$ cat src/rtl/gelu_pkg.sv
// Shared constants, lane result type and the per-lane requantiser
// (signed Q26 -> signed OUT_W-bit with OUT_FRAC fraction bits).
package gelu_pkg;

  localparam int unsigned Q         = 26;
  localparam int unsigned W         = 32;
  localparam int unsigned NUM_LANES = 32;
  localparam int unsigned OUT_W     = 8;
  localparam int unsigned OUT_FRAC  = 4;
  localparam int unsigned SHIFT     = Q - OUT_FRAC;

  // Rounding offset and clamp limits, all W+1 bits so the add cannot overflow.
  localparam logic signed [W:0] RND  = {{(W - SHIFT + 1){1'b0}}, 1'b1, {(SHIFT - 1){1'b0}}};
  localparam logic signed [W:0] YMAX = {{(W - OUT_W + 2){1'b0}}, {(OUT_W - 1){1'b1}}};
  localparam logic signed [W:0] YMIN = {{(W - OUT_W + 2){1'b1}}, {(OUT_W - 1){1'b0}}};

  typedef struct packed {
    logic             sat;
    logic [OUT_W-1:0] y;
  } lane_res_t;

  // Round half up, then saturate; sat flags any clamping.
  function automatic lane_res_t requant_lane(input logic [W-1:0] x);
    logic signed [W:0] r;
    lane_res_t         res;
    r = ($signed({x[W-1], x}) + RND) >>> SHIFT;
    if (r > YMAX) begin
      res.sat = 1'b1;
      res.y   = YMAX[OUT_W-1:0];
    end else if (r < YMIN) begin
      res.sat = 1'b1;
      res.y   = YMIN[OUT_W-1:0];
    end else begin
      res.sat = 1'b0;
      res.y   = r[OUT_W-1:0];
    end
    return res;
  endfunction

endpackage

$ cat src/rtl/gelu_vec_fifo.sv
// Synchronous FIFO of packed vectors; occupancy drives full/empty.
module gelu_vec_fifo #(
  parameter int unsigned WIDTH = 257,
  parameter int unsigned DEPTH = 4
) (
  input  logic                     clk,
  input  logic                     rst_n,
  input  logic                     push_i,
  input  logic                     pop_i,
  input  logic [WIDTH-1:0]         wdata_i,
  output logic [WIDTH-1:0]         rdata_o,
  output logic [$clog2(DEPTH):0]   level_o,
  output logic                     full_o,
  output logic                     empty_o
);

  localparam int unsigned AW = $clog2(DEPTH);
  localparam int unsigned LW = AW + 1;

  logic [WIDTH-1:0] mem_q [DEPTH];
  logic [AW-1:0]    wr_ptr_q, wr_ptr_d;
  logic [AW-1:0]    rd_ptr_q, rd_ptr_d;
  logic [LW-1:0]    level_q, level_d;
  logic             wr_en, rd_en;

  assign full_o  = (level_q == LW'(DEPTH));
  assign empty_o = (level_q == '0);
  assign level_o = level_q;
  assign rdata_o = mem_q[rd_ptr_q];

  // Qualify requests and compute next pointers/level; push into a full FIFO only with a pop.
  always_comb begin
    wr_en    = push_i && (!full_o || pop_i);
    rd_en    = pop_i && !empty_o;
    wr_ptr_d = wr_ptr_q;
    rd_ptr_d = rd_ptr_q;
    level_d  = level_q;
    if (wr_en) wr_ptr_d = wr_ptr_q + AW'(1);
    if (rd_en) rd_ptr_d = rd_ptr_q + AW'(1);
    unique case ({wr_en, rd_en})
      2'b10:   level_d = level_q + LW'(1);
      2'b01:   level_d = level_q - LW'(1);
      default: level_d = level_q;
    endcase
  end

  // State and storage registers; storage is cleared so the head reads 0 after reset.
  always_ff @(posedge clk or negedge rst_n) begin
    if (!rst_n) begin
      wr_ptr_q <= '0;
      rd_ptr_q <= '0;
      level_q  <= '0;
      for (int unsigned i = 0; i < DEPTH; i++) mem_q[i] <= '0;
    end else begin
      wr_ptr_q <= wr_ptr_d;
      rd_ptr_q <= rd_ptr_d;
      level_q  <= level_d;
      if (wr_en) mem_q[wr_ptr_q] <= wdata_i;
    end
  end

endmodule

$ cat src/rtl/gelu_requant_packer.sv
// Requantises a vector of GELU results, packs the lanes and queues them
// for a valid/ready consumer; drops and counts vectors when the queue is full.
module gelu_requant_packer #(
  parameter int unsigned NUM_LANES  = gelu_pkg::NUM_LANES,
  parameter int unsigned FIFO_DEPTH = 4
) (
  input  logic                              clk,
  input  logic                              rst_n,
  input  logic                              valid_in,
  input  logic [gelu_pkg::W-1:0]            in_data [NUM_LANES],
  output logic                              out_valid,
  input  logic                              out_ready,
  output logic [NUM_LANES*gelu_pkg::OUT_W-1:0] out_data,
  output logic                              out_sat,
  output logic                              almost_full,
  output logic                              overflow,
  input  logic                              clr_overflow,
  output logic [15:0]                       drop_count,
  output logic [$clog2(FIFO_DEPTH):0]       fifo_level
);

  import gelu_pkg::*;

  localparam int unsigned VEC_W   = NUM_LANES * OUT_W;
  localparam int unsigned ENTRY_W = VEC_W + 1;
  localparam int unsigned LVL_W   = $clog2(FIFO_DEPTH) + 1;

  logic [VEC_W-1:0]     lane_y;
  logic [NUM_LANES-1:0] lane_sat;

  for (genvar i = 0; i < NUM_LANES; i++) begin : g_lane
    lane_res_t res;
    assign res                      = requant_lane(in_data[i]);
    assign lane_y[i*OUT_W +: OUT_W] = res.y;
    assign lane_sat[i]              = res.sat;
  end

  logic             s1_valid_q;
  logic [VEC_W-1:0] s1_data_q;
  logic             s1_sat_q;

  // Stage 1: capture the packed vector whenever the GELU array presents one.
  always_ff @(posedge clk or negedge rst_n) begin
    if (!rst_n) begin
      s1_valid_q <= 1'b0;
      s1_data_q  <= '0;
      s1_sat_q   <= 1'b0;
    end else begin
      s1_valid_q <= valid_in;
      if (valid_in) begin
        s1_data_q <= lane_y;
        s1_sat_q  <= |lane_sat;
      end
    end
  end

  logic               fifo_full, fifo_empty;
  logic               push, pop, drop;
  logic [ENTRY_W-1:0] head;

  assign pop  = !fifo_empty && out_ready;
  assign push = s1_valid_q && (!fifo_full || pop);
  assign drop = s1_valid_q && fifo_full && !pop;

  gelu_vec_fifo #(
    .WIDTH (ENTRY_W),
    .DEPTH (FIFO_DEPTH)
  ) u_fifo (
    .clk     (clk),
    .rst_n   (rst_n),
    .push_i  (push),
    .pop_i   (pop),
    .wdata_i ({s1_sat_q, s1_data_q}),
    .rdata_o (head),
    .level_o (fifo_level),
    .full_o  (fifo_full),
    .empty_o (fifo_empty)
  );

  assign out_valid = !fifo_empty;
  assign out_data  = head[VEC_W-1:0];
  assign out_sat   = head[VEC_W];

  logic [LVL_W:0] af_sum;
  assign af_sum      = {1'b0, fifo_level} + {{LVL_W{1'b0}}, s1_valid_q};
  assign almost_full = (af_sum >= (LVL_W + 1)'(FIFO_DEPTH - 1));

  logic        overflow_q, overflow_d;
  logic [15:0] drop_cnt_q, drop_cnt_d;

  // Clear applies first so a coincident drop still registers as one drop.
  always_comb begin
    overflow_d = overflow_q;
    drop_cnt_d = drop_cnt_q;
    if (clr_overflow) begin
      overflow_d = 1'b0;
      drop_cnt_d = '0;
    end
    if (drop) begin
      overflow_d = 1'b1;
      if (drop_cnt_d != '1) drop_cnt_d = drop_cnt_d + 16'd1;
    end
  end

  // Sticky overflow flag and saturating drop counter.
  always_ff @(posedge clk or negedge rst_n) begin
    if (!rst_n) begin
      overflow_q <= 1'b0;
      drop_cnt_q <= '0;
    end else begin
      overflow_q <= overflow_d;
      drop_cnt_q <= drop_cnt_d;
    end
  end

  assign overflow   = overflow_q;
  assign drop_count = drop_cnt_q;

endmodule

$ cat config.mk
export PLATFORM = sky130hd
export DESIGN_NAME = gelu_requant_packer
export DESIGN_NICKNAME = d
export VERILOG_FILES = /design/src/rtl/gelu_pkg.sv /design/src/rtl/gelu_vec_fifo.sv /design/src/rtl/gelu_requant_packer.sv
export SDC_FILE = /design/constraint.sdc
export NUM_CORES = 2
export LEC_CHECK = 0
export ABC_AREA = 1
export CAP_MARGIN = 20
export CELL_PAD_IN_SITES_DETAIL_PLACEMENT = 1
export CELL_PAD_IN_SITES_GLOBAL_PLACEMENT = 2
export CORE_AREA = 4 4 506 508
export CTS_BUF_LIST = sky130_fd_sc_hd__clkbuf_8
export CTS_CLUSTER_DIAMETER = 50
export DETAILED_ROUTE_END_ITERATION = 10
export DIE_AREA = 0 0 510 512
export DONT_BUFFER_PORTS = 1
export PLACE_DENSITY_LB_ADDON = 0.1
export SLEW_MARGIN = 20
export SYNTH_ARGS = -nofsm -noshare
export SYNTH_HDL_FRONTEND = slang
export SYNTH_SLANG_ARGS = --single-unit
$ cat constraint.sdc
create_clock -name clk -period 3.5 [get_ports clk]
set_clock_uncertainty 0.2 [all_clocks]
set_input_delay 1.05 -clock clk [delete_from_list [all_inputs] [get_ports clk]]
set_output_delay 1.05 -clock clk [all_outputs]
set_load 0.02 [all_outputs]
==> results.cfg <==
[global_routing]
grt_pass1_vias = 55500
grt_busiest_layer = met2
grt_max_degree = 196
grt_pass1_wl_um = 390000
overflow = 0
antenna_found_initial = 15
met3_usage_pct = 8.07
track_usage_pct = 20.1
grt.met1_usage_pct = 26.5
met2_usage_pct = 30.4

[floorplan]
dieArea_sq_um = 261000
io_pins = 1308
start_util_pct = 25.8
die_x_um = 510
die_h_um = 512
core_area_sq_um = 251000
fp-row-count = 184

[placement]
portBuffers = 0
place_congestion = 0.794
dpl_cell_area_sq_um = 72600
detailed_place_hpwl_um = 175000

[job]
drv_cap = 0

[setup_path]
cp.required_ps = 2250
critPathKind = reg -> out
endpoint = out_data[111]
rrSetupSlack_ps = 810
crit_chain = buf_12, buf_12, o21ai_0, o22ai_1, buf_4, buf_6
crit-reg2reg-launch = u_fifo.level_o[2]
endpoint_kind = primary output
critical_path_arrival_ps = 2730
cp_max_fo = 30
startpoint_type = flip-flop
crit_path_frequent_cell = buf_12
reg2reg_depth = 8
cpPeakStageDelay_ps = 500
slowest_stage = dfrtp_4
r2r_end = u_fifo.level_o[2]
cp-startpoint = u_fifo.rd_ptr_q[1]

[sta]
fin_setup_tns_ps = -95660
fin_crit_sh_pct = 114
setup_slack_ps = -481
fmax_ghz = 0.251
max_slew_margin_pct = 53.4
fin_crit_ps = 3980
hold_viol = 0
worst-slew-pin-transition_ps = 699
grt_setup_unrepaired = true
finalSetupViolations = 258
slew_viol_final = 0

[clock_network]
cts.sinks = 1310
clock_latency_ps = 970
tritoncts = yes
clk_pin_slew_worst_paths_ps = 60
cts-root-buf = clkbuf_8
numCtsBuffers = 285
cts_buffer_depth = 4
ctsHtreeMaxLevel = 5

[status]
outcome = finished with violations
violations = setup timing

[cells_and_area]
drive_gt1_share_pct = 31.6
nets = 8351
synthToLayoutAreaGrowth_pct = 27.9
final_cell_area_sq_um = 82900
fillers = 28100

[route]
ant_nets = 0
routed-via-count = 52200
post_drt_wl_per_cell_um = 25.2
vias_per_cell = 4.82
route.detailed.drc = 0
wl_um = 273000
firstDrtPassIters = 7
drt-initial-drc-count = 2524

[logic_synthesis]
syn_nets = 7644
synth_top_flop_cell = dfrtp_1
avgSynthCellArea_sq_um = 9.86
ys_seq_area_share_pct = 50.6
synthCells = 6574
ys_ff_latch = 1310
synth_edf_count = 0
syn_area_sq_um = 64800
yosys_warnings = 0
ys_types = 50
synthArstFlopShare_pct = 100

[hold_path]
worstHoldPathType = in -> reg

[pwr]
p_leak_nw = 34.6
max-vdd-ir-drop_mv = 0.436
powerDensity_nw_per_um2 = 1000
cells in the final DEF, fill, tap and decap left out, types with 52 or more instances in the layout:
master         instances
a21oi_1              245
buf_12                63
buf_16                61
buf_4                366
buf_6                106
clkbuf_8             342
dfrtp_1             1308
dlygate4sd3_1        110
inv_1                367
mux2_2              1028
nand2_1              786
nand3_1              230
nand3b_1              54
nand4_1               89
nor2_1               891
nor2_2                54
nor3_1                52
o21ai_0              487
o21ai_1               96
o22ai_1              184
o22ai_2               61
xor2_1               101
stage by stage:
step | setup WS (ps) | hold WS [ps] | total power, W | utilization (%) | cells
CTS | -655 | 0.486 | 0.0828 | 32.5 | 10800
floorplan | 553 | 275 | 0.0431 | - | 6574
finish | -481 | 139 | 0.0830 | 33.0 | 10800
global route | -648 | 60.0 | 0.0883 | 33.0 | 10800
global placement | -1920 | 283 | 0.0606 | 28.8 | 10100
detailed placement | -2050 | 290 | 0.0611 | 28.9 | 10100
worst max-delay path, delay by kind of cell, from the launching register on:
kind | cells | cell delay (ps)
buffers and inverters | 4 | 870
flip-flops | 1 | 500
AO/OA/AOI/OAI | 2 | 370
flip-flops by register name, indices dropped and copies added, names as in the netlist:
name	count
u_fifo.mem_q	1028
overflow	1
u_fifo.wr_ptr_q	2
u_fifo.level_o	3
s1_sat_q	1
s1_valid_q	1
s1_data_q	256
u_fifo.rd_ptr_q	2
drop_count	16
routing by layer:
metal,up-vias,wire (um)
met3,296,24000
met5,-,21
met2,1071,119000
li1,24000,-
met4,4,6060
met1,26800,124000
where the power goes:
group          leakage, nW  switching (W)  internal [W]
Sequential            14.8        0.00353        0.0214
Combinational         16.7         0.0231        0.0185
Clock                 3.11        0.00717       0.00928
cell families after synthesis:
logic type,synth area share [%]
AOI/OAI and AO/OA,9.66
adders and majority gates,0.803
DFF,50.6
xor gates and xnor gates,1.88
muxes,17.9
buffers and inverters,3.98
and+or+nand+nor,15.2
timing repair:
item                                   4_1_cts  5_1_grt
pin swaps                                   36       36
hold buffers                               112        0
setup buffers                               38       21
gates resized for setup                    285      184
endpoints found under the hold margin      334        0
cloned                                      39       21
setup endpoints to repair                  459      654
layout make-up:
type / count / area (sq um) / share of cell area, %
multi-input combinational: 4635 / 30300 / 36.6
antenna: 11 / 27.5 / 0.0332
inverter: 301 / 1160 / 1.40
timing repair inverter: 2 / 25.0 / 0.0302
tap: 3348 / 4190 / 5.05
clock inverter: 127 / 743 / 0.897
timing repair buffer: 746 / 8930 / 10.8
sequential: 1310 / 32800 / 39.6
clock buffer: 342 / 4710 / 5.68
cells in the mapped netlist (2+ instances only):
| library cell | number | area (sq um) |
|---|---|---|
| buf_1 | 6 | 22.5 |
| nor2_1 | 928 | 3480 |
| xor2_1 | 101 | 885 |
| nand2_2 | 38 | 238 |
| buf_4 | 25 | 188 |
| o211ai_1 | 2 | 15.0 |
| inv_1 | 282 | 1060 |
| nor3b_2 | 5 | 62.6 |
| o21ai_4 | 3 | 48.8 |
| o22ai_1 | 257 | 1610 |
| a21oi_1 | 245 | 1230 |
| nor3_1 | 52 | 260 |
| nor2_4 | 10 | 113 |
| or2_2 | 32 | 200 |
| a31o_2 | 2 | 17.5 |
| inv_2 | 18 | 67.6 |
| o21bai_4 | 4 | 75.1 |
| nand3_2 | 4 | 40.0 |
| clkbuf_1 | 206 | 773 |
| a21boi_0 | 3 | 22.5 |
| o21ai_1 | 19 | 95.1 |
| o22a_1 | 6 | 52.6 |
| o21ai_2 | 6 | 52.6 |
| nand4_1 | 89 | 557 |
| xnor2_1 | 38 | 333 |
| mux2_2 | 1028 | 11600 |
| o21ai_0 | 587 | 2940 |
| nand3_1 | 230 | 1150 |
| nand3b_1 | 54 | 405 |
| dfrtp_1 | 1310 | 32800 |
| a31oi_1 | 6 | 37.5 |
| nand2_4 | 7 | 78.8 |
| nor3_2 | 9 | 90.1 |
| a22oi_1 | 3 | 22.5 |
| ha_1 | 40 | 500 |
| buf_2 | 90 | 450 |
| nand2_1 | 786 | 2950 |
| nor2_2 | 31 | 194 |
how the worst min path moves through the flow:
stage / endpoint / slack, ps / startpoint / cells after the start
after floorplan: u_fifo.mem_q[257] / 280 / u_fifo.mem_q[257] / 1
after global placement: u_fifo.mem_q[299] / 280 / u_fifo.mem_q[299] / 1
after detailed placement: u_fifo.mem_q[663] / 290 / u_fifo.mem_q[663] / 1
after CTS: s1_data_q[181] / 0.5 / valid_in / 2
after global routing: s1_data_q[36] / 60 / in_data[890] / 3
final: s1_data_q[199] / 140 / in_data[255] / 2
(Power assumes the default switching activity.)
